--- src/rtl/decode_stage.sv ---
// MIPS instruction-decode stage: field/control decode, ID/EX register, valid/ready
// handshakes, load-use stall and a saturating stall counter. Macro DS_ILLEGAL_TRAP_EN adds ds_o_illegal.
module decode_stage #(
    parameter int IWIDTH = 32,
    parameter int AWIDTH = 5,
    parameter int DWIDTH = 32,
    parameter int CWIDTH = 16
) (
    input  logic              ds_i_clk,
    input  logic              ds_i_rst,
    input  logic              ds_i_valid,
    output logic              ds_o_ready,
    input  logic [IWIDTH-1:0] ds_i_instr,
    input  logic              ds_i_flush,
    output logic              ds_o_valid,
    input  logic              ds_i_ready,
    output logic [5:0]        ds_o_opcode,
    output logic [5:0]        ds_o_funct,
    output logic [4:0]        ds_o_shamt,
    output logic [AWIDTH-1:0] ds_o_addr_rs,
    output logic [AWIDTH-1:0] ds_o_addr_rt,
    output logic [AWIDTH-1:0] ds_o_addr_wr,
    output logic [DWIDTH-1:0] ds_o_imm,
    output logic              ds_o_alu_src,
    output logic              ds_o_branch,
    output logic              ds_o_reg_wr,
    output logic              ds_o_memread,
    output logic              ds_o_memwrite,
    output logic              ds_o_memtoreg,
    output logic [CWIDTH-1:0] ds_o_stall_cnt
`ifdef DS_ILLEGAL_TRAP_EN
    ,
    output logic              ds_o_illegal
`endif
);

    localparam logic [5:0] OP_RTYPE = 6'h00, OP_LW   = 6'h23, OP_SW    = 6'h2B;
    localparam logic [5:0] OP_BEQ   = 6'h04, OP_BNE  = 6'h05, OP_ADDI  = 6'h08;
    localparam logic [5:0] OP_ADDIU = 6'h09, OP_SLTI = 6'h0A, OP_SLTIU = 6'h0B;
    localparam logic [5:0] OP_ANDI  = 6'h0C, OP_ORI  = 6'h0D, OP_XORI  = 6'h0E;
`ifdef DS_ILLEGAL_TRAP_EN
    localparam logic [5:0] F_ADD = 6'h20, F_SUB = 6'h22, F_AND = 6'h24, F_OR = 6'h25, F_XOR = 6'h26;
`endif

    typedef struct packed {
        logic [5:0]        opcode;
        logic [5:0]        funct;
        logic [4:0]        shamt;
        logic [AWIDTH-1:0] rs;
        logic [AWIDTH-1:0] rt;
        logic [AWIDTH-1:0] wr;
        logic [DWIDTH-1:0] imm;
        logic              alu_src;
        logic              branch;
        logic              reg_wr;
        logic              memread;
        logic              memwrite;
        logic              memtoreg;
    } idex_t;

    // A bubble or emptied register keeps its fields but must never look like a live control.
    function automatic idex_t kill_ctrl(input idex_t x);
        idex_t y;
        y          = x;
        y.alu_src  = 1'b0;
        y.branch   = 1'b0;
        y.reg_wr   = 1'b0;
        y.memread  = 1'b0;
        y.memwrite = 1'b0;
        y.memtoreg = 1'b0;
        return y;
    endfunction

    logic [31:0]       ins;
    logic [DWIDTH-1:0] imm_sx, imm_zx;
    logic [AWIDTH-1:0] in_rs, in_rt, in_rd;
    idex_t             dec, idex_d, idex_q;
    logic              in_uses_rt, haz, hold, trap;
    logic              vld_d, vld_q;
    logic [CWIDTH-1:0] cnt_d, cnt_q;
`ifdef DS_ILLEGAL_TRAP_EN
    logic              dec_ill, ill_d, ill_q;
`endif

    assign ins    = ds_i_instr[31:0];
    assign in_rs  = AWIDTH'(ins[25:21]);
    assign in_rt  = AWIDTH'(ins[20:16]);
    assign in_rd  = AWIDTH'(ins[15:11]);
    assign imm_sx = {{(DWIDTH-16){ins[15]}}, ins[15:0]};
    assign imm_zx = {{(DWIDTH-16){1'b0}}, ins[15:0]};

    always_comb begin
        dec        = '0;
        in_uses_rt = 1'b0;
`ifdef DS_ILLEGAL_TRAP_EN
        dec_ill    = 1'b0;
`endif
        dec.opcode = ins[31:26];
        case (ins[31:26])
            OP_RTYPE: begin
                dec.funct  = ins[5:0];
                dec.shamt  = ins[10:6];
                dec.rs     = in_rs;
                dec.rt     = in_rt;
                dec.wr     = in_rd;
                dec.reg_wr = 1'b1;
                in_uses_rt = 1'b1;
            end
            OP_LW: begin
                dec.rs       = in_rs;
                dec.rt       = in_rt;
                dec.wr       = in_rt;
                dec.imm      = imm_sx;
                dec.alu_src  = 1'b1;
                dec.reg_wr   = 1'b1;
                dec.memread  = 1'b1;
                dec.memtoreg = 1'b1;
            end
            OP_SW: begin
                dec.rs       = in_rs;
                dec.rt       = in_rt;
                dec.imm      = imm_sx;
                dec.alu_src  = 1'b1;
                dec.memwrite = 1'b1;
                in_uses_rt   = 1'b1;
            end
            OP_BEQ, OP_BNE: begin
                dec.rs     = in_rs;
                dec.rt     = in_rt;
                dec.imm    = imm_sx;
                dec.branch = 1'b1;
                in_uses_rt = 1'b1;
            end
            OP_ADDI, OP_ADDIU, OP_SLTI, OP_SLTIU, OP_ANDI, OP_ORI, OP_XORI: begin
                dec.rs      = in_rs;
                dec.rt      = in_rt;
                dec.wr      = in_rt;
                dec.imm     = (ins[31:26] >= OP_ANDI) ? imm_zx : imm_sx;
                dec.alu_src = 1'b1;
                dec.reg_wr  = 1'b1;
            end
            default: begin
`ifdef DS_ILLEGAL_TRAP_EN
                dec_ill = 1'b1;
`endif
            end
        endcase
`ifdef DS_ILLEGAL_TRAP_EN
        if (ins[31:26] == OP_RTYPE && !(ins[5:0] inside {F_ADD, F_SUB, F_AND, F_OR, F_XOR})) begin
            dec        = '0;
            dec.opcode = ins[31:26];
            dec_ill    = 1'b1;
        end
`endif
        if (dec.wr == '0) dec.reg_wr = 1'b0;
    end

    // Load-use: the load in ID/EX has not produced data yet for a dependent instruction.
    assign haz  = vld_q & idex_q.memread & (idex_q.wr != '0) & ds_i_valid &
                  ((in_rs == idex_q.wr) | (in_uses_rt & (in_rt == idex_q.wr)));
    assign hold = vld_q & ~ds_i_ready;
`ifdef DS_ILLEGAL_TRAP_EN
    assign trap = ill_q;
`else
    assign trap = 1'b0;
`endif
    assign ds_o_ready = ds_i_rst & ~ds_i_flush & ~haz & ~hold & ~trap;

    always_comb begin
        idex_d = idex_q;
        vld_d  = vld_q;
        cnt_d  = cnt_q;
`ifdef DS_ILLEGAL_TRAP_EN
        ill_d  = ill_q;
`endif
        if (ds_i_flush) begin
            vld_d  = 1'b0;
            idex_d = kill_ctrl(idex_q);
`ifdef DS_ILLEGAL_TRAP_EN
            ill_d  = 1'b0;
`endif
        end else if (hold) begin
            vld_d = vld_q;
        end else if (haz) begin
            vld_d  = 1'b0;
            idex_d = kill_ctrl(idex_q);
            if (cnt_q != '1) cnt_d = cnt_q + CWIDTH'(1);
        end else if (ds_i_valid && !trap) begin
            vld_d  = 1'b1;
            idex_d = dec;
`ifdef DS_ILLEGAL_TRAP_EN
            ill_d  = dec_ill;
`endif
        end else begin
            vld_d  = 1'b0;
            idex_d = kill_ctrl(idex_q);
        end
    end

    always_ff @(posedge ds_i_clk or negedge ds_i_rst) begin
        if (!ds_i_rst) begin
            idex_q <= '0;
            vld_q  <= 1'b0;
            cnt_q  <= '0;
`ifdef DS_ILLEGAL_TRAP_EN
            ill_q  <= 1'b0;
`endif
        end else begin
            idex_q <= idex_d;
            vld_q  <= vld_d;
            cnt_q  <= cnt_d;
`ifdef DS_ILLEGAL_TRAP_EN
            ill_q  <= ill_d;
`endif
        end
    end

`ifdef DS_ILLEGAL_TRAP_EN
    assign ds_o_illegal = ill_q;
`endif
    assign ds_o_valid     = vld_q;
    assign ds_o_opcode    = idex_q.opcode;
    assign ds_o_funct     = idex_q.funct;
    assign ds_o_shamt     = idex_q.shamt;
    assign ds_o_addr_rs   = idex_q.rs;
    assign ds_o_addr_rt   = idex_q.rt;
    assign ds_o_addr_wr   = idex_q.wr;
    assign ds_o_imm       = idex_q.imm;
    assign ds_o_alu_src   = idex_q.alu_src;
    assign ds_o_branch    = idex_q.branch;
    assign ds_o_reg_wr    = idex_q.reg_wr;
    assign ds_o_memread   = idex_q.memread;
    assign ds_o_memwrite  = idex_q.memwrite;
    assign ds_o_memtoreg  = idex_q.memtoreg;
    assign ds_o_stall_cnt = cnt_q;

endmodule
--- config.mk ---
export PLATFORM = sky130hd
export DESIGN_NAME = decode_stage
export DESIGN_NICKNAME = d
export VERILOG_FILES = /design/src/rtl/decode_stage.sv
export SDC_FILE = /design/constraint.sdc
export NUM_CORES = 1
export LEC_CHECK = 0
export CAP_MARGIN = 10
export CORE_ASPECT_RATIO = 0.75
export CORE_UTILIZATION = 25
export DETAILED_ROUTE_END_ITERATION = 16
export GPL_TIMING_DRIVEN = 1
export MAX_ROUTING_LAYER = met4
export PLACE_DENSITY = 0.48
export SLEW_MARGIN = 15
export SYNTH_ARGS = -nofsm -noshare
export SYNTH_HDL_FRONTEND = slang
export SYNTH_SLANG_ARGS = --single-unit
--- constraint.sdc ---
create_clock -name ds_i_clk -period 2.9 [get_ports ds_i_clk]
set_clock_uncertainty 0.1 [all_clocks]
set_input_delay 0.58 -clock ds_i_clk [delete_from_list [all_inputs] [get_ports ds_i_clk]]
set_output_delay 0.58 -clock ds_i_clk [all_outputs]
set_load 0.005 [all_outputs]
; ---- Yosys cells after proc, flatten, opt, wreduce, memory -nomap -nowiden
; Cells that the tools add are included.
[word_totals]
ff_bits = 87
latchBits = 0
mem_bits_rw = 0
rom_bits = 0
inputBits = 37
out_inout_bits = 88
word_cells = 79
memories = 0
[op_classes]
n_addsub = 1
mul = 0
div = 0
order_cmp = 1
n_eq_ne = 15
shift = 0
muxes = 20
n_bitwise = 14
reduce_logical = 13
[op_table]
columns = op, count
row1 = one-hot mux 32 bit (2 select lines), 1
row2 = "== test 6 x 4 -> 1 bit, second input constant", 7
row3 = 2-to-1 mux 32 bit, 1
row4 = 2-to-1 mux 6 bit, 4
row5 = OR reduction 9 bit, 2
row6 = "adder 16 x 1 -> 16 bit, second input constant", 1
row7 = "!= test 16 bit, second input constant", 1
row8 = "== test 6 x 3 -> 1 bit, second input constant", 2
row9 = "== test 6 bit, second input constant", 2
row10 = OR reduction 12 bit, 1
row11 = 2-to-1 mux 1 bit, 11
row12 = 2-to-1 mux 11 bit, 1
row13 = == test 5 bit, 2
row14 = 2-to-1 mux 10 bit, 1
row15 = one-hot mux 5 bit (2 select lines), 1
row16 = AND 1 bit, 9
row17 = AND reduction 4 bit, 2
row18 = OR reduction 4 bit, 2
row19 = OR reduction 8 bit, 1
row20 = OR reduction 7 bit, 1
row21 = "greater-or-equal comparator 6 x 4 -> 1 bit, second input constant", 1
row22 = logical NOT 6 bit, 1
row23 = logical NOT 5 bit, 1
row24 = nonzero test 5 bit, 1
row25 = other kinds (4), 7

; ---- Logic depth before layout (Yosys ltp)
; Gate-level depths: netlist of run 1.
[depth]
depth_word = 9
depth_mapped = 9
depth_no_buf = 7

; ---- Worst setup path after synthesis of run 1
; Ideal clock, no wire load.
[synth_path]
kind = input -> register
from = input port ds_i_instr[26]
to = register vld_q, in the netlist ds_o_valid
setup_ns = 0.143
arrival_ns = 2.162
required_time_ns = 2.657
path_slack_ns = 0.495
cell_stages = 8
n_path_buf = 3
cell_sequence = clkbuf_1 and4b_1 a22oi_1 nor4_1 or3_1 buf_2 clkbuf_1 o21ai_0
[synth_via]
elab_chain_len = 9
elab_cells_between_ends = 12
cone_classes = eq/ne: 3 / mux: 4 / bitwise: 3 / reduce/logical: 2
[synth_rtl]
columns = item, line
row1 = start: declaration, 13  ; input logic [IWIDTH-1:0] ds_i_instr,
row2 = "== test 6 x 3 -> 1 bit, or another cell as far along", 99  ; case (ins[31:26])
row3 = OR reduction 4 bit (no line) *, -
row4 = 2-to-1 mux 1 bit *, 99
row5 = AND 1 bit *, 160  ; ((in_rs == idex_q.wr) | (in_uses_rt & (in_rt == idex_q.wr)));
row6 = bitwise OR 1 bit *, 160
row7 = AND 1 bit *, 159  ; assign haz = vld_q & idex_q.memread & (idex_q.wr != '0) & ds_i_valid &
row8 = 2-to-1 mux 1 bit *, 184  ; end else if (haz) begin
row9 = 2-to-1 mux 1 bit *, 182  ; end else if (hold) begin
row10 = 2-to-1 mux 1 bit *, 176  ; if (ds_i_flush) begin
row11 = end signal: assignment, 210  ; vld_q <= vld_d;
row12 = end: declaration, 79  ; logic vld_d, vld_q;
; Mark *: on every way between the ends. The rest lies on a longest branch, timed or not. The select of a mux whose other input is x is not followed.
; A chain may end at the register's enable or synchronous reset.

; ---- Worst setup path in the final report of run 1
[layout_path]
from = input port ds_i_instr[18]
to = output port ds_o_ready
[layout_via]
elab_chain_len = 7
[layout_rtl]
columns = item, line
row1 = == test 5 bit, 160
row2 = AND 1 bit, 160
row3 = bitwise OR 1 bit, 160
row4 = AND 1 bit, 159
row5 = NOT 1 bit (no line), -
row6 = AND 1 bit (2 in series), 167  ; assign ds_o_ready = ds_i_rst & ~ds_i_flush & ~haz & ~hold & ~trap;
row7 = end: declaration, 12  ; output logic ds_o_ready,
; No other way between the ends.

==> results of run 1 <==
cells in the mapped netlist (2+ instances only):
library cell  number
nand4_1            3
inv_1              2
or4_1              2
o211ai_1           2
nand2_1          104
and4_1             2
nor2b_1            2
xor2_1             7
nand3_1           45
o41ai_2            2
a21oi_1            5
nor3_1            11
buf_2              7
xnor2_1           16
buf_4             16
nor2_1            21
a32o_1             2
or3_1              2
dfrtp_1           71
nor4_1             2
mux2_2             2
nand2b_1           4
o21ai_0            4
or2_2              4
a221oi_1           5
buf_1              3
clkbuf_1           9
per-layer routing:
layer | share of wire [%] | routed length, µm | track usage (%) | up-vias
li1 | - | - | - | 1516
met1 | 48 | 4890 | 19.7 | 1492
met2 | 43 | 4410 | 23.2 | 85
met3 | 7.9 | 807 | 6.09 | 7
met4 | 0.69 | 70 | 3.30 | 0
met5 | 0 | 0 | - | -
cell families (layout without fill, tap and decap cells):
family	count (synthesis)	after routing	synth area share, %
simple gates	209	209	27.8
fa+ha+maj	1	1	0.365
mux	2	2	0.658
buf+inv	38	178	6.39
compound gates	29	29	6.98
flops	71	71	51.9
xor+xnor	23	23	5.88
registers in the layout, indices dropped and copies added (netlist names):
name            flops
ds_o_funct          6
ds_o_alu_src        1
ds_o_reg_wr         1
ds_o_stall_cnt     16
ds_o_imm           17
ds_o_addr_wr        5
ds_o_valid          1
ds_o_shamt          5
ds_o_memread        1
ds_o_addr_rt        5
ds_o_branch         1
ds_o_addr_rs        5
ds_o_opcode         6
ds_o_memwrite       1
worst reg2reg max path, cell delays in order (launching register included):
cell	delay, ps
dfrtp_1	380
or4_4	540
o2111ai_2	220
nor3_1	110
buf_4	150
or3_2	640
nor2_1	250
a32o_1	200
layout make-up:
type / count / area share, %
inverter: 2 / 0.142
clock buffer: 11 / 4.79
timing repair buffer: 160 / 28.8
clock inverter: 5 / 1.21
tap: 171 / 4.05
multi-input combinational: 264 / 27.4
sequential: 71 / 33.6
report_power, final:
part | total [mW] | switching [mW] | internal, mW | leakage (nW)
clock network | 1.17 | 0.450 | 0.721 | 0.153
registers | 1.08 | 0.0375 | 1.04 | 0.952
logic | 0.414 | 0.185 | 0.229 | 1.30
total | 2.67 | 0.673 | 1.99 | 2.40
timing repair:
| item | in CTS | in global routing |
|---|---|---|
| setup buffers | 0 | 1 |
| cloned | 0 | 0 |
| endpoints found under the setup margin | 1 | 1 |
| pin swaps | 2 | 3 |
| resized for setup | 3 | 0 |
metrics by stage:
| stage | cells | setup slack [ps] | util, % | hold slack, ps |
|---|---|---|---|---|
| 5_1_grt | 684 | 9.32 | 40.2 | 394 |
| 2_1_floorplan | 373 | 495 | - | 184 |
| 3_5_place_dp | 667 | -321 | 37.6 | 357 |
| 3_3_place_gp | 667 | -316 | 37.6 | 351 |
| 6_report | 684 | 131 | 40.2 | 368 |
| 4_1_cts | 683 | 31.4 | 40.1 | 373 |
how the worst max path moves through the flow:
stage / to / slack [ps] / start
finish: ds_o_ready / 130 / ds_i_instr[18]
global route: ds_o_ready / 9 / ds_i_instr[28]
CTS: ds_o_ready / 30 / ds_i_instr[28]
detailed placement: ds_o_ready / -320 / ds_i_instr[28]
global placement: ds_o_ready / -320 / ds_i_instr[28]
floorplan: ds_o_valid / 490 / ds_i_instr[26]
==> qor.yml, run 1 <==
clock_network:
  cts.sinks: 71
  cts_buffers: 9
  root_buffer: "clkbuf_16"
  cts_tree: "built"
  postCtsHoldBufs: 0
  clock_latency_ps: 330
  clockBufferDepth: 2
  htree_num_levels: 3
  clk_pin_slew_ps: 60
yosys:
  synth-edff-count: 0
  ys.flop_type: "dfrtp_1"
  synth.cell_area_mm2: 0.00342
  synth.distinct_cells: 45
  ys_seq_elements: 71
  syn_nets: 411
  synth.top_cells.by_area: "dfrtp_1 52%, nand2_1 11%, nand3_1 6.6%, xnor2_1 4.1%, buf_4 3.5%"
  synth_top_area_share_pct: 51.9
  synth_top_area_cell: "dfrtp_1"
  synthCells: 373
  yosysWarnings: 0
  ys_async_sr_fraction_pct: 100
  syn_area_per_cell_um2: 9.18
  ys_seq_area_share_pct: 51.9
final_layout:
  drive_gt1_share_pct: 13.3
  multi_input_area_mm2: 0.00145
  fin_nets: 546
  final_common_cell: "clkdlybuf4s50_1"
  register_area_mm2: 0.00178
  final_area_mm2: 0.00528
  final_cell_mix: "122 x clkdlybuf4s50_1, 104 x nand2_1, 71 x dfrtp_1, 45 x nand3_1, 36 x buf_4"
  area_delta_synth_final_pct: 54.2
  diodes: 0
  nFillCells: 1318
die:
  rows: 36
  num_io_pins: 125
  die_w_um: 137
  die_y_um: 103
  core_mm2: 0.0132
  start_util_pct: 26.0
  die_area_mm2: 0.0142
worst_setup_path:
  cp-start-kind: "input port"
  crit_required_ps: 2220
  r2r_slack_ps: 230
  worstPathCellList: "clkdlybuf4s50_1, xnor2_1, nand4_1, nor4_2, nor3_1, dlygate4sd2_1"
  cp_max_fo: 2
  crit_cells: 6
  cp-end-kind: "output pin"
  regToRegStartpoint: "ds_o_addr_wr[1]"
  crit_path_max_incr_delay_ps: 510
  crit_buf_inv: 2
  path_class: "in2out"
  crit_family: "buffers and inverters"
  cp.arrival_ps: 2090
  r2r_end: "ds_o_memwrite"
  reg2regPathDepth: 7
  cp_slowest_cell: "clkdlybuf4s50_1"
route:
  num_vias: 3100
  drtIter0Drc: 151
  post_drt_wl_per_cell_um: 14.9
  detailedRoute.firstPassIterationCount: 6
  vias_per_cell: 4.53
  ant_nets: 0
  drc_errors: 0
  routed_wl_um: 10200
timing:
  final_max_slew_viol_count: 0
  relSlewSlack_pct: 37.1
  layout_min_cycle_time_ps: 2770
  rsz0062_at_grt: "false"
  finalSetupViolations: 0
  worst_pin_slew_ps: 943
  setup_tns_ps: 0
  fmax_mhz: 361
  hold_viol_final: 0
  period_share_pct: 95.5
place:
  dp_hpwl_um: 7270
  portBuffers: 124
  dpl_cell_area_mm2: 0.00495
  gp_congestion: 0.767
global_routing:
  antenna_found_initial: 0
  grt_pass1_vias: 3052
  gr-total-overflow: 0
  grt_use_total_pct: 15.5
  grt_max_degree: 72
  grt_pass1_wl_um: 16000
hold_path:
  hold_class: "reg2reg"
  hold_depth: 2
  whs_endpoint: "ds_o_imm[13]"
  min-delay-start: "ds_o_imm[13]"
power:
  power.total_mw: 2.67
  power_density_mw_per_mm2: 505
  p_leak_nw: 2.40
  irDropWorstVdd_uv: 265
run:
  maxCapViolCount: 0
outcome:
  status: "completed"
(Power assumes the default switching activity.)
==> inputs of run 2 (changes only) <==
--- a/config.mk
+++ b/config.mk
@@ -7,11 +7,12 @@
 export LEC_CHECK = 0
 export CAP_MARGIN = 10
 export CORE_ASPECT_RATIO = 0.75
-export CORE_UTILIZATION = 25
+export CORE_UTILIZATION = 44
 export DETAILED_ROUTE_END_ITERATION = 16
 export GPL_TIMING_DRIVEN = 1
+export HOLD_SLACK_MARGIN = 0.03
 export MAX_ROUTING_LAYER = met4
-export PLACE_DENSITY = 0.48
+export PLACE_DENSITY = 0.77
 export SLEW_MARGIN = 15
 export SYNTH_ARGS = -nofsm -noshare
 export SYNTH_HDL_FRONTEND = slang
==> run 2 against run 1 <==
Compared with the run above: global-route usage increased by 8.3 points; wire length decreased by 12%; power decreased by 15%; setup slack got worse by 54 ps; clock power decreased by 34%; final area decreased by 3.6%; non-clock buffer count unchanged; combinational power about the same; first-iteration DRC count increased by 7.3%; final cell count decreased by 10%; register-to-register slack got worse by 40 ps; critical endpoint unchanged.
==> qor.yml, run 2 (synthesized netlist as in run 1, its figures left out) <==
outcome:
  status: "completed"
route:
  ant_nets: 0  # unchanged
  drc_errors: 0  # unchanged
  routed_wl_um: 8950  # -12%
  drtIter0Drc: 162  # +7.3%
  vias_per_cell: 5.14  # +13%
  detailedRoute.firstPassIterationCount: 4  # -2
  num_vias: 3153  # +1.7%
  post_drt_wl_per_cell_um: 14.6  # -2.0%
final_layout:
  diodes: 0  # unchanged
  register_area_mm2: 0.00178  # unchanged
  instances_no_fill: 613  # -10%
  nFillCells: 605  # -54%
  largest_reg_flops: 17  # unchanged
  multi_input_area_mm2: 0.00146  # +1.1%
  fin_nets: 546  # unchanged
  final_cell_mix: "122 x clkdlybuf4s50_1, 104 x nand2_1, 71 x dfrtp_1, 45 x nand3_1, 36 x buf_4"
  area_delta_synth_final_pct: 48.6
  drive_gt1_share_pct: 13.3  # +0.026 points
  final_common_cell: "clkdlybuf4s50_1"
power:
  irDropWorstVdd_uv: 249  # -5.8%
  p_leak_nw: 2.35  # -2.0%
  power.total_mw: 2.27  # -15%
  power_density_mw_per_mm2: 446  # -12%
global_routing:
  gr-total-overflow: 0  # unchanged
  grt_pass1_vias: 3105  # +1.7%
  antenna_found_initial: 0  # unchanged
  use_met1_pct: 30.9  # +11 points
  grt_max_degree: 72  # unchanged
  use_met3_pct: 7.72  # +1.6 points
  grt_use_total_pct: 23.8  # +8.3 points
  busiest_layer: "met2"
  grt_pass1_wl_um: 14900  # -6.9%
  met2_usage_pct: 36.9  # +14 points
hold_path:
  hold_class: "in2async"
clock_network:
  cts.sinks: 71  # unchanged
  cts_buffers: 9  # unchanged
  clockBufferDepth: 2  # unchanged
  clk_pin_slew_ps: 70  # about the same
  htree_num_levels: 3  # unchanged
  clock_latency_ps: 330  # about the same
  root_buffer: "clkbuf_8"
  cts_tree: "built"
  postCtsHoldBufs: 0  # unchanged
worst_setup_path:
  cp.arrival_ps: 2140  # +50 ps
  cp_max_fo: 2  # unchanged
  cp-end-kind: "output pin"
  cp-start-kind: "input port"
  path_class: "in2out"
  crit_required_ps: 2220  # about the same
timing:
  relSlewSlack_pct: 40.9  # +3.8 points
  setup_tns_ps: 0  # unchanged
  fmax_mhz: 354  # -1.9%
  worst_pin_slew_ps: 886  # -56.7 ps
  finalSetupViolations: 0  # unchanged
  period_share_pct: 97.3  # +1.9 points
  hold_viol_final: 0  # unchanged
  layout_min_cycle_time_ps: 2820  # +54.4 ps
  rsz0062_at_grt: "false"
  final_max_slew_viol_count: 0  # unchanged
place:
  place_inst: 598  # -10%
  gp_congestion: 0.834  # +8.8%
  dp_hpwl_um: 6510  # -10%
  portBuffers: 124  # unchanged
die:
  die_area_mm2: 0.00814  # -43%
  die_y_um: 78.4  # -24%
  num_io_pins: 125  # unchanged
  rows: 27  # -25%
  start_util_pct: 46.1  # +20 points
  die_w_um: 104  # -24%
  core_mm2: 0.00743  # -43%
run:
  maxCapViolCount: 0  # unchanged
-- run 2: changes by cell type in the layout (fill, tap and decap cells not counted) --
cell and delta:
nor3_1 -1, clkbuf_16 -9, clkinv_4 -1, nor3_2 +1, clkinv_2 +3, o2111ai_4 +1
clkinvlp_4 -1, inv_6 -2, o2111ai_2 -1, clkbuf_8 +9
-- run 2: stage by stage --
step / instance area (µm²) / utilization (%) / hold WS, ps / worst slack (ps)
after floorplan: 3420 / - / 184 / 495
after global placement: 4870 / 65.5 / 349 / -249
after detailed placement: 4870 / 65.5 / 355 / -238
after CTS: 5070 / 68.2 / 371 / 22.7
after global routing: 5090 / 68.5 / 390 / 16.3
final: 5090 / 68.5 / 349 / 76.9
-- run 2: what timing repair did --
| action | 4_1_cts | 5_1_grt |
|---|---|---|
| endpoints found under the setup margin | 1 | 1 |
| resized for setup | 2 | 3 |
| setup buffers | 0 | 0 |
| pin swaps | 1 | 1 |
-- run 2: final timing paths --
check                           startpoint  slack, ps  cells past startpoint                end
max                         ds_i_instr[16]         80                      6         ds_o_ready
min                               ds_i_rst        350                      2     ds_o_opcode[0]
max in group asynchronous         ds_i_rst       1740                      2  ds_o_stall_cnt[2]
min in group ds_i_clk        ds_o_funct[2]        360                      2      ds_o_funct[2]
min reg2reg                  ds_o_funct[2]        360                      2      ds_o_funct[2]
max reg2reg                ds_o_addr_wr[1]        190                      7        ds_o_branch
-- run 2: power breakdown --
part | internal, mW | switching (mW) | leakage, nW
Combinational | 0.229 | 0.183 | 1.30
Clock | 0.435 | 0.341 | 0.105
Sequential | 1.04 | 0.0380 | 0.952
Total | 1.71 | 0.562 | 2.35
-- run 2: per-layer routing --
| metal | routed length (µm) | up-vias |
|---|---|---|
| met3 | 622 | 4 |
| li1 | - | 1512 |
| met4 | 39 | 0 |
| met2 | 4170 | 105 |
| met5 | 0 | - |
| met1 | 4110 | 1532 |
-- run 2: area by class of cell --
cell class,count,area share [%]
flip-flops and latches,71,34.9
repair buffers,160,29.9
multi-input cells,264,28.7
clock buffers,11,2.97
well taps,101,2.48
clock inverters,4,0.885
inverters,2,0.147
-- run 2: worst max-delay path, cell delays in order --
cell and delay, ps:
clkdlybuf4s50_1 460, xnor2_1 220, nand4_1 180, nor4_2 330
nor3_1 90, dlygate4sd2_1 270
